### src/rtl/mesi_pkg.sv
// Shared definitions for the MESI snoop-bus arbiter slice.
// Holds MESI state codes, one-hot CPU event codes, bus message codes,
// the arbiter FSM encoding and the bus-message to snoop-event translation.
package mesi_pkg;

  // MESI line states
  localparam logic [2:0] MesiI = 3'b001;
  localparam logic [2:0] MesiS = 3'b010;
  localparam logic [2:0] MesiE = 3'b011;
  localparam logic [2:0] MesiM = 3'b100;

  // CPU events, one-hot {inv, wh, wm, rh, rm}
  localparam logic [4:0] EvRm  = 5'b00001;
  localparam logic [4:0] EvRh  = 5'b00010;
  localparam logic [4:0] EvWm  = 5'b00100;
  localparam logic [4:0] EvWh  = 5'b01000;
  localparam logic [4:0] EvInv = 5'b10000;

  // Bus message codes (lower field of a bus message)
  localparam logic [2:0] BusRm  = 3'b001;
  localparam logic [2:0] BusWm  = 3'b010;
  localparam logic [2:0] BusWb  = 3'b011;
  localparam logic [2:0] BusInv = 3'b100;

  typedef enum logic [1:0] {
    StIdle    = 2'b00,
    StEmit    = 2'b01,
    StCapture = 2'b10,
    StSnoop   = 2'b11
  } arb_state_e;

  // Event seen by listeners for a captured bus message. Write-backs and
  // unknown codes produce no snoop event.
  function automatic logic [4:0] bus_to_event(input logic [2:0] msg);
    logic [4:0] ev;
    case (msg)
      BusRm:   ev = EvRm;
      BusWm:   ev = EvWm;
      BusInv:  ev = EvInv;
      default: ev = 5'b00000;
    endcase
    return ev;
  endfunction

endpackage

### src/rtl/rr_picker.sv
// Combinational round-robin picker.
// req_i   : per-requester request bits
// ptr_i   : requester index where the search starts (wraps past N-1 to 0)
// gnt_o   : one-hot winner
// idx_o   : binary index of the winner
// valid_o : high when any request is present
module rr_picker #(
  parameter int unsigned N  = 4,
  parameter int unsigned PW = 2
) (
  input  logic [N-1:0]  req_i,
  input  logic [PW-1:0] ptr_i,
  output logic [N-1:0]  gnt_o,
  output logic [PW-1:0] idx_o,
  output logic          valid_o
);

  // Walk the search order backwards so the first hit from the pointer is the
  // last assignment and therefore wins.
  always_comb begin
    gnt_o   = '0;
    idx_o   = '0;
    valid_o = 1'b0;
    for (int k = int'(N) - 1; k >= 0; k--) begin
      if (req_i[(int'(ptr_i) + k) % int'(N)]) begin
        gnt_o = '0;
        gnt_o[(int'(ptr_i) + k) % int'(N)] = 1'b1;
        idx_o   = PW'((int'(ptr_i) + k) % int'(N));
        valid_o = 1'b1;
      end
    end
  end

endmodule

### src/rtl/bus_arbiter.sv
// Snoop-bus arbiter for N MESI cache blocks.
// Each transaction takes four cycles: IDLE (arbitrate) -> EMIT (winner gets
// its CPU event and drives the bus) -> CAPTURE (winner message latched) ->
// SNOOP (listeners get the translated event, winner gets ACK) -> IDLE.
// Ports:
//   CLK, CLR       clock, asynchronous active-high reset
//   REQ            per-cache bus request (level)
//   CPU_event_in   per-cache pending CPU event, slice i = [i*EW +: EW]
//   BUS_in         per-cache bus message, slice i = [i*BW +: BW]
//   Controle       per-cache emitter select (EMIT only)
//   CPU_event_out  per-cache event driven into each cache block
//   GRANT          one-hot winner, held EMIT..SNOOP
//   ACK            one-cycle completion pulse to the winner (SNOOP)
//   BUS_out        last message captured from a winner
//   BUSY           high outside IDLE
// All outputs decode registered state only; REQ never reaches an output
// combinationally.
module bus_arbiter
  import mesi_pkg::*;
#(
  parameter int unsigned N  = 4,
  parameter int unsigned EW = 5,
  parameter int unsigned BW = 6
) (
  input  logic            CLK,
  input  logic            CLR,
  input  logic [N-1:0]    REQ,
  input  logic [N*EW-1:0] CPU_event_in,
  input  logic [N*BW-1:0] BUS_in,
  output logic [N-1:0]    Controle,
  output logic [N*EW-1:0] CPU_event_out,
  output logic [N-1:0]    GRANT,
  output logic [N-1:0]    ACK,
  output logic [BW-1:0]   BUS_out,
  output logic            BUSY
);

  localparam int unsigned PW = (N > 1) ? $clog2(N) : 1;

  arb_state_e     state_q, state_d;
  logic [PW-1:0]  ptr_q, ptr_d;
  logic [PW-1:0]  win_q, win_d;
  logic [N-1:0]   grant_q, grant_d;
  logic [EW-1:0]  event_q, event_d;
  logic [BW-1:0]  bus_q, bus_d;

  logic [N-1:0]   pick_gnt;
  logic [PW-1:0]  pick_idx;
  logic           pick_valid;
  logic [EW-1:0]  snoop_ev;

  rr_picker #(
    .N  (N),
    .PW (PW)
  ) u_rr_picker (
    .req_i   (REQ),
    .ptr_i   (ptr_q),
    .gnt_o   (pick_gnt),
    .idx_o   (pick_idx),
    .valid_o (pick_valid)
  );

  always_ff @(posedge CLK or posedge CLR) begin
    if (CLR) begin
      state_q <= StIdle;
      ptr_q   <= '0;
      win_q   <= '0;
      grant_q <= '0;
      event_q <= '0;
      bus_q   <= '0;
    end else begin
      state_q <= state_d;
      ptr_q   <= ptr_d;
      win_q   <= win_d;
      grant_q <= grant_d;
      event_q <= event_d;
      bus_q   <= bus_d;
    end
  end

  // REQ is only looked at in IDLE, so mid-transaction changes are ignored.
  always_comb begin
    state_d = state_q;
    ptr_d   = ptr_q;
    win_d   = win_q;
    grant_d = grant_q;
    event_d = event_q;
    bus_d   = bus_q;
    case (state_q)
      StIdle: begin
        if (pick_valid) begin
          state_d = StEmit;
          grant_d = pick_gnt;
          win_d   = pick_idx;
          event_d = CPU_event_in[int'(pick_idx)*EW +: EW];
          ptr_d   = (pick_idx == PW'(N - 1)) ? '0 : pick_idx + 1'b1;
        end
      end
      StEmit: begin
        state_d = StCapture;
      end
      StCapture: begin
        // Only the winner slice is sampled; listener write-backs are dropped.
        bus_d   = BUS_in[int'(win_q)*BW +: BW];
        state_d = StSnoop;
      end
      StSnoop: begin
        grant_d = '0;
        state_d = StIdle;
      end
      default: begin
        state_d = StIdle;
      end
    endcase
  end

  assign snoop_ev = EW'(bus_to_event(bus_q[2:0]));

  always_comb begin
    Controle      = '0;
    CPU_event_out = '0;
    ACK           = '0;
    case (state_q)
      StEmit: begin
        Controle = grant_q;
        CPU_event_out[int'(win_q)*EW +: EW] = event_q;
      end
      StSnoop: begin
        ACK = grant_q;
        for (int i = 0; i < int'(N); i++) begin
          if (PW'(i) != win_q) begin
            CPU_event_out[i*EW +: EW] = snoop_ev;
          end
        end
      end
      default: ;
    endcase
  end

  assign GRANT   = grant_q;
  assign BUS_out = bus_q;
  assign BUSY    = (state_q != StIdle);

endmodule

### config.mk
export PLATFORM = sky130hd
export DESIGN_NAME = bus_arbiter
export DESIGN_NICKNAME = d
export VERILOG_FILES = /design/src/rtl/mesi_pkg.sv /design/src/rtl/rr_picker.sv /design/src/rtl/bus_arbiter.sv
export SDC_FILE = /design/constraint.sdc
export NUM_CORES = 1
export LEC_CHECK = 0
export ABC_AREA = 1
export BUFFER_PORTS_ARGS = -buffer_cell sky130_fd_sc_hd__clkbuf_2
export CORE_ASPECT_RATIO = 0.8
export CORE_MARGIN = 2
export CORE_UTILIZATION = 45
export DETAILED_ROUTE_END_ITERATION = 10
export HOLD_SLACK_MARGIN = 0.02
export PLACE_DENSITY = 0.74
export SLEW_MARGIN = 20
export SYNTH_ARGS = -nofsm -noshare
export SYNTH_HDL_FRONTEND = slang
export SYNTH_HIERARCHICAL = 1
export SYNTH_SLANG_ARGS = --single-unit
### constraint.sdc
create_clock -name CLK -period 4 [get_ports CLK]
set_input_delay 0.8 -clock CLK [delete_from_list [all_inputs] [get_ports CLK]]
set_output_delay 0.8 -clock CLK [all_outputs]
set_load 0.03 [all_outputs]
==> impl_metrics.yaml, run 1 <==
run_status:
  status: "complete, no violations"
power:
  total_leakage_power_nw: 1.78
  swShare_pct: 60.1
  p_per_area_nw_per_um2: 809
  ir_drop_mv: 0.383
  comb_power_share_pct: 73.9
  power.clock.fraction_pct: 6.3
  power.switching_mw: 1.41
  intPower_uw: 933
  p_seq_share_pct: 19.9
die:
  ios: 89
  die_y_um: 69.2
  die_area_sq_um: 5910
  rows: 23
  die_w_um: 85.5
  coreArea_sq_um: 5060
  start_util_pct: 47.2
clock_tree:
  root_buffer: "clkbuf_8"
  cts_tree: "done"
  cts.sinks: 21
  cts_buffer_depth: 2
  cts.hold.buffers_added: 0
  numCtsBuffers: 3
  path_clk_slew_ps: 80
  clk_latency_ps: 270
  post_cts_buffers: 0
  htree_num_levels: 1
  cts_resized: 0
timing:
  finalSetupViolCount: 0
  fin_crit_sh_pct: 81.6
  worst_pin_slew_ps: 823
  tns_ps: 0
  rsz0062_at_grt: "false"
  drv_slew: 0
  finalHoldViolCount: 0
  fmax_mhz: 306
  skew_ps: 3.92
  relSlewSlack_pct: 45.1
  fin_ws_ps: 737
  period_minus_slack_ps: 3260
critical_path:
  crit_arrival_ps: 2460
  worst-path-buf-inv: 2
  critPathLaunchType: "register"
  critPathKind: "register to primary output"
  cp_slowest_stage_delay_ps: 880
  critical-path-top-delay-family: "flip-flops"
  required_ps: 3200
  cp_max_fo: 23
  cpMaxStageDelayCell: "dfrtp_1"
  worst_setup_path_end_kind: "primary output"
  crit_path_cell_trace: "inv_6, ha_1, nor2_2, nand3_2, o22ai_1, clkbuf_2"
yosys:
  syn_nets: 450
  synth_enable_flop_cells: 0
  synth.area.top_cells: "dfrtp_1 (22%), nand2_1 (20%), inv_1 (12%)"
  syn-mean-instance-area_sq_um: 6.30
  synth_async_sr_flop_share_pct: 100
  synth_cells: 379
  ys_ff_latch: 21
  ys_types: 31
  synth_area_sq_um: 2390
  yosysTopAreaCell: "dfrtp_1"
  yosysSeqAreaShare_pct: 22.0
  synth_top_area_share_pct: 22.0
  synth_ff_type: "dfrtp_1"
  ys_warn_count: 6
final_layout:
  fillers: 508
  seqCellArea_sq_um: 526
  finalNonFillerCells: 526
  fin_nets: 536
  final_common_cell: "nand2_1"
  layout_common_cells: "nand2_1 (125), clkbuf_2 (88), inv_1 (76)"
  area_growth_pct: 21.2
  insertedDiodeCount: 0
  drive_above_1_share_pct: 28.7
  multi_input_area_sq_um: 1470
place:
  dp.cells: 522
  gp_congestion: 0.932
  dp_slack_ps: 1020
  io_buffers: 88
  hpwl_um: 4730
global_routing:
  antenna_found_initial: 0
  gr-total-overflow: 0
  grt_pass1_wl_um: 9850
  grt_pass1_vias: 2213
  grt_start_max_net_pins: 24
  grt_util_all_layers_pct: 19.9
routing:
  drc: 0
  avgRoutedWirePerCell_um: 11.1
  dr.pass1.iters: 4
  dr_total_vias: 2526
  detail-route-antenna-nets: 0
  avgViaCountPerCell: 4.80
  wirelength_um: 5840
  first_iter_violations: 124
hold_path:
  min_path_type: "register to register"
job:
  maxCapViolCount: 0
through the flow:
step	util, %	hold slack [ps]	instance area [sq um]	power, mW
2_1_floorplan	-	493	2390	1.85
3_3_place_gp	56.2	474	2850	2.16
3_5_place_dp	56.2	476	2850	2.18
4_1_cts	57.1	497	2890	2.34
5_1_grt	57.1	510	2890	2.60
6_report	57.1	488	2890	2.34
layout make-up:
class,count,share of cell area (%)
flip-flops and latches,21,18.2
repair buffers,88,15.2
multi-input cells,267,50.9
clock inverters,1,0.259
well taps,62,2.68
inverters,84,11.3
clock buffers,3,1.43
cell usage after synthesis (2+ instances only):
master,number
buf_2,3
a21oi_1,7
nand2_2,12
nand2_1,125
o21ai_1,3
o21ai_0,6
ha_1,21
buf_4,2
inv_6,2
nand2_4,3
nand3_1,32
dfrtp_1,21
o22ai_1,12
nand3_2,11
o211ai_1,3
inv_2,4
nor2_1,19
nor3_2,2
nor2_2,3
inv_1,76
or2_0,2
state kept, by name (all words and copies together) (netlist names):
name,cells
ptr_q,2
GRANT,4
BUS_out,6
win_q,2
event_q,5
state_q,2
power groups by stage:
stage / logic [mW] / registers (mW) / clock network (mW)
global placement: 1.69 / 0.465 / 0
floorplan: 1.36 / 0.492 / 0
global route: 1.96 / 0.489 / 0.160
detailed placement: 1.71 / 0.471 / 0
finish: 1.73 / 0.465 / 0.146
CTS: 1.72 / 0.466 / 0.150
path summary, 6_finish.rpt:
check,start,end,slack (ps),cells after the start
min in group asynchronous,CLR,BUS_out[5],650,2
setup / recovery,win_q[0],CPU_event_out[2],740,6
max in group asynchronous,CLR,GRANT[0],2850,2
setup reg to reg,ptr_q[0],event_q[2],1010,13
hold / removal,BUS_out[4],BUS_out[4],490,2
hold reg to reg,BUS_out[4],BUS_out[4],490,2
logic make-up (layout without fill, tap and decap cells):
| logic type | after synthesis | count (layout) | share of synthesized area, % |
|---|---|---|---|
| adder cells (fa/ha/maj) | 21 | 21 | 11.0 |
| AND/OR/NAND/NOR | 212 | 212 | 41.9 |
| AO/OA/AOI/OAI | 34 | 34 | 8.80 |
| flip-flops | 21 | 21 | 22.0 |
| buffers and inverters | 91 | 176 | 16.3 |
worst min-delay path: stages, from the launching register on:
cell     delay (ps)
dfrtp_1         350
nand2_1          50
nand2_1          60
routing by layer:
| metal | part of all wire [%] | vias up | track usage (%) | routed length [um] |
|---|---|---|---|---|
| met4 | 0.50 | 0 | 3.17 | 29 |
| met3 | 7.6 | 5 | 3.95 | 444 |
| met2 | 41 | 100 | 30.3 | 2400 |
| met5 | 0 | - | 0 | 0 |
| li1 | - | 1327 | - | - |
| met1 | 51 | 1094 | 29.5 | 2960 |
Note: power is estimated with default switching activity, not from simulation.
==> run 2: changes to the inputs <==
--- a/config.mk
+++ b/config.mk
@@ -12,7 +12,7 @@
 export CORE_UTILIZATION = 45
 export DETAILED_ROUTE_END_ITERATION = 10
 export HOLD_SLACK_MARGIN = 0.02
-export PLACE_DENSITY = 0.74
+export PLACE_DENSITY = 0.77
 export SLEW_MARGIN = 20
 export SYNTH_ARGS = -nofsm -noshare
 export SYNTH_HDL_FRONTEND = slang
==> constraint.sdc (replaced) <==
create_clock -name CLK -period 2.73 [get_ports CLK]
set_input_delay 0.546 -clock CLK [delete_from_list [all_inputs] [get_ports CLK]]
set_output_delay 0.546 -clock CLK [all_outputs]
set_load 0.03 [all_outputs]
==> run 2 against run 1 <==
  * Setup slack worse by 510 ps
  * Wire length is 5.8% higher
  * Hold slack got worse by 82 ps
  * Final area rose by 1.3%
  * Final cell count increased by 0.95%
  * Utilization increased by 0.77 points
  * Clock skew increased by 0.87 ps
  * Die area did not move
  * Non-clock buffer count increased by 5
  * Total power up 51%
  * First-iteration DRC count up 28%
  * Sequential power increased by 34%
  * Highest routed layer unchanged
==> impl_metrics.yaml, run 2 (synthesis gave the netlist of run 1 again) <==
run_status:
  status: "complete, no violations"
power:
  p_total_mw: 3.53
  ir_drop_mv: 0.545
  total_leakage_power_nw: 1.81
  p_per_area_nw_per_um2: 1210
die:
  die_y_um: 69.2
  die_w_um: 85.5
  coreArea_sq_um: 5060
  rows: 23
  die_area_sq_um: 5910
  start_util_pct: 47.2
  ios: 89
timing:
  relSlewSlack_pct: 47.3
  fmax_mhz: 400
  finalHoldViolCount: 0
  tns_ps: 0
  fin_crit_sh_pct: 91.5
  worst_pin_slew_ps: 789
  hold-worst-slack_ps: 405
  period_minus_slack_ps: 2500
  drv_slew: 0
  rsz0062_at_grt: "false"
  finalSetupViolCount: 0
  skew_ps: 4.78
routing:
  wirelength_um: 6180
  dr_total_vias: 2622
  avgViaCountPerCell: 4.94
  drc: 0
  avgRoutedWirePerCell_um: 11.6
  first_iter_violations: 159
  detail-route-antenna-nets: 0
  dr.pass1.iters: 5
critical_path:
  critical-path-top-delay-family: "flip-flops"
  critPathLaunchType: "register"
  cp_slowest_stage_delay_ps: 590
  crit_path_cell_trace: "inv_2, ha_1, nand2_1, inv_1, nand2_2, o22ai_1, clkbuf_2"
  crit_arrival_ps: 1950
  worst_setup_path_end_kind: "primary output"
  r2r_end: "GRANT[3]"
  ff2ff_setup_slack_ps: 270
  r2r_cells: 11
  cpMaxStageDelayCell: "dfrtp_1"
  required_ps: 2180
  cp_max_fo: 11
  worst-path-buf-inv: 3
  r2r_start: "ptr_q[1]"
  critPathKind: "register to primary output"
clock_tree:
  clk_latency_ps: 260
  root_buffer: "clkbuf_8"
  cts.hold.buffers_added: 0
  cts.sinks: 21
  htree_num_levels: 1
  cts_tree: "done"
  post_cts_buffers: 0
  cts_buffer_depth: 2
  numCtsBuffers: 3
  path_clk_slew_ps: 80
place:
  io_buffers: 88
  gp_congestion: 0.961
  hpwl_um: 5020
  dp.cells: 527
final_layout:
  drive_above_1_share_pct: 29.6
  final_common_cell: "nand2_1"
  insertedDiodeCount: 0
  area_growth_pct: 22.8
  fin_nets: 541
  largest_reg_flops: 6
  finalCoreUtilization_pct: 57.9
  finalNonFillerCells: 531
  layout_common_cells: "nand2_1 (125), clkbuf_2 (88), inv_1 (76)"
global_routing:
  grt_pass1_vias: 2200
  antenna_found_initial: 0
  gr-total-overflow: 0
  grt_pass1_wl_um: 10300
  grt_util_all_layers_pct: 21.1
  grt_start_max_net_pins: 23
job:
  maxCapViolCount: 0
hold_path:
  min_path_type: "primary input to asynchronous set/reset pin"
run 2: cell type report:
type                       instances  area, sq um
clock buffer                       3         41.3
fill                             485         2130
tap                               62         77.6
multi-input combinational        267         1470
inverter                          84          332
clock inverter                     1         5.00
timing repair buffer              93          478
sequential                        21          526
run 2: power breakdown:
group,internal (mW),total (mW),switching [mW]
logic,0.865,2.71,1.84
registers,0.463,0.625,0.162
clock network,0.102,0.205,0.103
total,1.43,3.53,2.10
run 2: through the flow:
stage	setup slack, ps	cell area [sq um]
after floorplan	371	2390
after global placement	433	2880
after detailed placement	282	2880
after CTS	250	2930
after global routing	0.556	2930
final	231	2930
run 2: how the worst max path moves through the flow:
stage / startpoint / endpoint / slack [ps] / depth (start not counted)
final: win_q[1] / CPU_event_out[5] / 230 / 7
after global routing: ptr_q[1] / event_q[2] / 0.6 / 14
after CTS: win_q[1] / CPU_event_out[5] / 250 / 7
after detailed placement: ptr_q[1] / GRANT[3] / 280 / 11
after global placement: ptr_q[1] / GRANT[0] / 430 / 11
after floorplan: win_q[0] / CPU_event_out[0] / 370 / 7
run 2: routing by layer:
layer  share of wire, %  global-route usage [%]  wire (um)
met1                 48                    32.6       2970
met2                 42                    31.6       2620
met3                8.8                    3.23        546
met4               0.66                    2.82         41
met5                  0                       0          0
run 2: timing repair:
item / in CTS / in global routing
resized for setup: 0 / 1
hold endpoints to repair: 0 / 0
setup endpoints to repair: 0 / 3
run 2: worst reg2reg max path: stages, from the launching register on:
cell	delay, ps
dfrtp_1	520
inv_1	190
ha_1	380
inv_1	90
nand3_2	110
nand2_4	90
inv_6	90
nand4_1	100
nand2_1	270
clkinvlp_4	280
nand3_1	110
o21ai_0	90
==> run 3: changes to the inputs <==
--- a/config.mk
+++ b/config.mk
@@ -12,9 +12,8 @@
 export CORE_UTILIZATION = 45
 export DETAILED_ROUTE_END_ITERATION = 10
 export HOLD_SLACK_MARGIN = 0.02
-export PLACE_DENSITY = 0.77
+export PLACE_DENSITY = 0.78
 export SLEW_MARGIN = 20
 export SYNTH_ARGS = -nofsm -noshare
 export SYNTH_HDL_FRONTEND = slang
-export SYNTH_HIERARCHICAL = 1
 export SYNTH_SLANG_ARGS = --single-unit
==> run 3 against run 2 <==
  * Critical path depth is 2 lower
  * Sequential power down 2%
  * Clock-buffer cell count is 1 higher
  * First-iteration DRC count shrank 12%
  * Maximum frequency fell by 1.3%
  * Sequential share of layout area up 1.2 points
  * Via count fell by 8.8%
  * Critical endpoint is now CPU_event_out[14]
  * Largest power group unchanged
==> impl_metrics.yaml, run 3 <==
run_status:
  status: "complete, no violations"
critical_path:
  critPathLaunchType: "register"
  worst_setup_path_end_kind: "primary output"
  crit_path_cell_trace: "inv_2, ha_1, nand4_1, o32ai_1, clkbuf_2"
  r2r_end: "ptr_q[1]"
  r2r_start: "ptr_q[1]"
  r2r_cells: 13
  critPathKind: "register to primary output"
  crit_arrival_ps: 1990
  required_ps: 2180
  cp_slowest_stage_delay_ps: 480
  ff2ff_setup_slack_ps: 490
  cpMaxStageDelayCell: "dfrtp_2"
  cp_max_fo: 11
die:
  ios: 89
  die_y_um: 66.7
  die_w_um: 82.3
  rows: 22
  coreArea_sq_um: 4650
  die_area_sq_um: 5490
  start_util_pct: 47.5
timing:
  finalSetupViolCount: 0
  tns_ps: 0
  worst_pin_slew_ps: 799
  skew_ps: 4.53
  fin_crit_sh_pct: 92.7
  fmax_mhz: 395
  fin_ws_ps: 198
  period_minus_slack_ps: 2530
  rsz0062_at_grt: "false"
  relSlewSlack_pct: 46.7
  finalHoldViolCount: 0
  drv_slew: 0
yosys:
  synth.most_common_cell: "nand2_1"
  ys_types: 33
  synth_ff_type: "dfrtp_1"
  synth.area.top_cells: "dfrtp_1 (24%), ha_1 (12%), nand2_1 (9.9%)"
  yosysTopAreaCell: "dfrtp_1"
  synth_top_area_share_pct: 23.8
  synth_async_sr_flop_share_pct: 100
  synth_cells: 326
  syn_nets: 398
  synth_common_cells: "nand2_1 (58), inv_1 (57), nand3_1 (38)"
  syn-mean-instance-area_sq_um: 6.77
  synth_enable_flop_cells: 0
  ys_warn_count: 0
  ys_ff_latch: 21
  synth_area_sq_um: 2210
  yosysSeqAreaShare_pct: 23.8
place:
  gp_congestion: 0.889
  dp_slack_ps: 381
  hpwl_um: 4700
  io_buffers: 88
  dpl_cell_area_sq_um: 2710
clock_tree:
  cts_tree: "done"
  numCtsBuffers: 3
  cts.hold.buffers_added: 0
  cts.sinks: 21
  cts_buffer_depth: 2
  root_buffer: "clkbuf_8"
  post_cts_buffers: 0
  path_clk_slew_ps: 80
  htree_num_levels: 1
  clk_latency_ps: 260
power:
  total_leakage_power_nw: 1.58
  p_per_area_nw_per_um2: 1210
  ir_drop_mv: 0.519
routing:
  first_iter_violations: 140
  detail-route-antenna-nets: 0
  avgRoutedWirePerCell_um: 12.0
  avgViaCountPerCell: 5.06
  dr.pass1.iters: 5
  wirelength_um: 5660
  drc: 0
  dr_total_vias: 2392
hold_path:
  min_path_type: "primary input to asynchronous set/reset pin"
global_routing:
  grt_pass1_vias: 2230
  grt_pass1_wl_um: 9560
  grt_util_all_layers_pct: 21.9
  antenna_found_initial: 0
  grt_start_max_net_pins: 23
  gr-total-overflow: 0
final_layout:
  drive_above_1_share_pct: 31.0
  final_common_cell: "clkbuf_2"
  layout_common_cells: "clkbuf_2 (88), nand2_1 (58), inv_1 (57)"
  fin_nets: 486
  fin_area_sq_um: 2760
  area_growth_pct: 24.9
  largest_reg_flops: 6
  insertedDiodeCount: 0
job:
  maxCapViolCount: 0
[run 3: cell types whose count changed in the layout (fill, tap and decap cells not counted), moves of 4 or more]
cell / previous run / this run
a21oi_1: 7 / 2
inv_1: 76 / 57
nand2_1: 125 / 58
nand3_1: 32 / 38
nand3_2: 11 / 1
nor2_1: 19 / 34
o2111ai_1: 0 / 4
o21ai_0: 6 / 23
or2_2: 0 / 5
[run 3: worst max path at each step]
stage	start	end	slack [ps]	cells after the start
floorplan	win_q[0]	CPU_event_out[10]	-110	6
global placement	win_q[1]	CPU_event_out[11]	470	5
detailed placement	win_q[1]	CPU_event_out[11]	380	5
CTS	win_q[1]	CPU_event_out[10]	90	5
global route	win_q[0]	CPU_event_out[12]	4	6
finish	win_q[1]	CPU_event_out[14]	200	5
[run 3: cell type report]
cell class / instances / area (sq um)
repair buffers: 92 / 470
inverters: 61 / 236
flip-flops and latches: 21 / 527
multi-input cells: 235 / 1400
fillers: 437 / 1890
clock buffers: 4 / 45.0
well taps: 60 / 75.1
[run 3: repair_timing]
action | 4_1_cts | 5_1_grt
endpoints found under the hold margin | 0 | 0
gates resized for setup | 0 | 2
endpoints found under the setup margin | 0 | 13
[run 3: kinds of logic (layout without fill, tap and decap cells)]
family	after synthesis	in the layout	synth area share [%]
buffers and inverters	70	157	13.0
AOI/OAI and AO/OA	54	54	15.4
adders and majority gates	22	22	12.5
DFF	21	21	23.8
and+or+nand+nor	159	159	35.4
[run 3: power by group]
group | internal (mW) | switching, mW
logic | 0.827 | 1.70
registers | 0.467 | 0.142
clock network | 0.104 | 0.102
[run 3: layer usage]
metal	up-vias	global-route usage [%]	routed length (um)	share of wire, %
li1	1234	-	-	-
met1	1075	31.3	2680	47
met2	79	35.9	2630	46
met3	4	3.25	333	5.9
met4	0	2.71	14	0.25
met5	-	0	0	0
[run 3: critical path, delay by kind of cell, from the launching register on]
family,cells,cell delay [ps]
adder cells (fa/ha/maj),1,330
flip-flops,1,480
AND/OR/NAND/NOR,1,220
AO/OA/AOI/OAI,1,300
buffers and inverters,2,380
[run 3: through the flow]
stage	util, %	hold WS (ps)	cells	total power [mW]
after floorplan	-	471	326	2.56
after global placement	58.2	503	469	3.05
after detailed placement	58.2	504	469	3.12
after CTS	59.2	437	473	3.33
after global routing	59.3	493	473	3.70
final	59.3	411	473	3.34
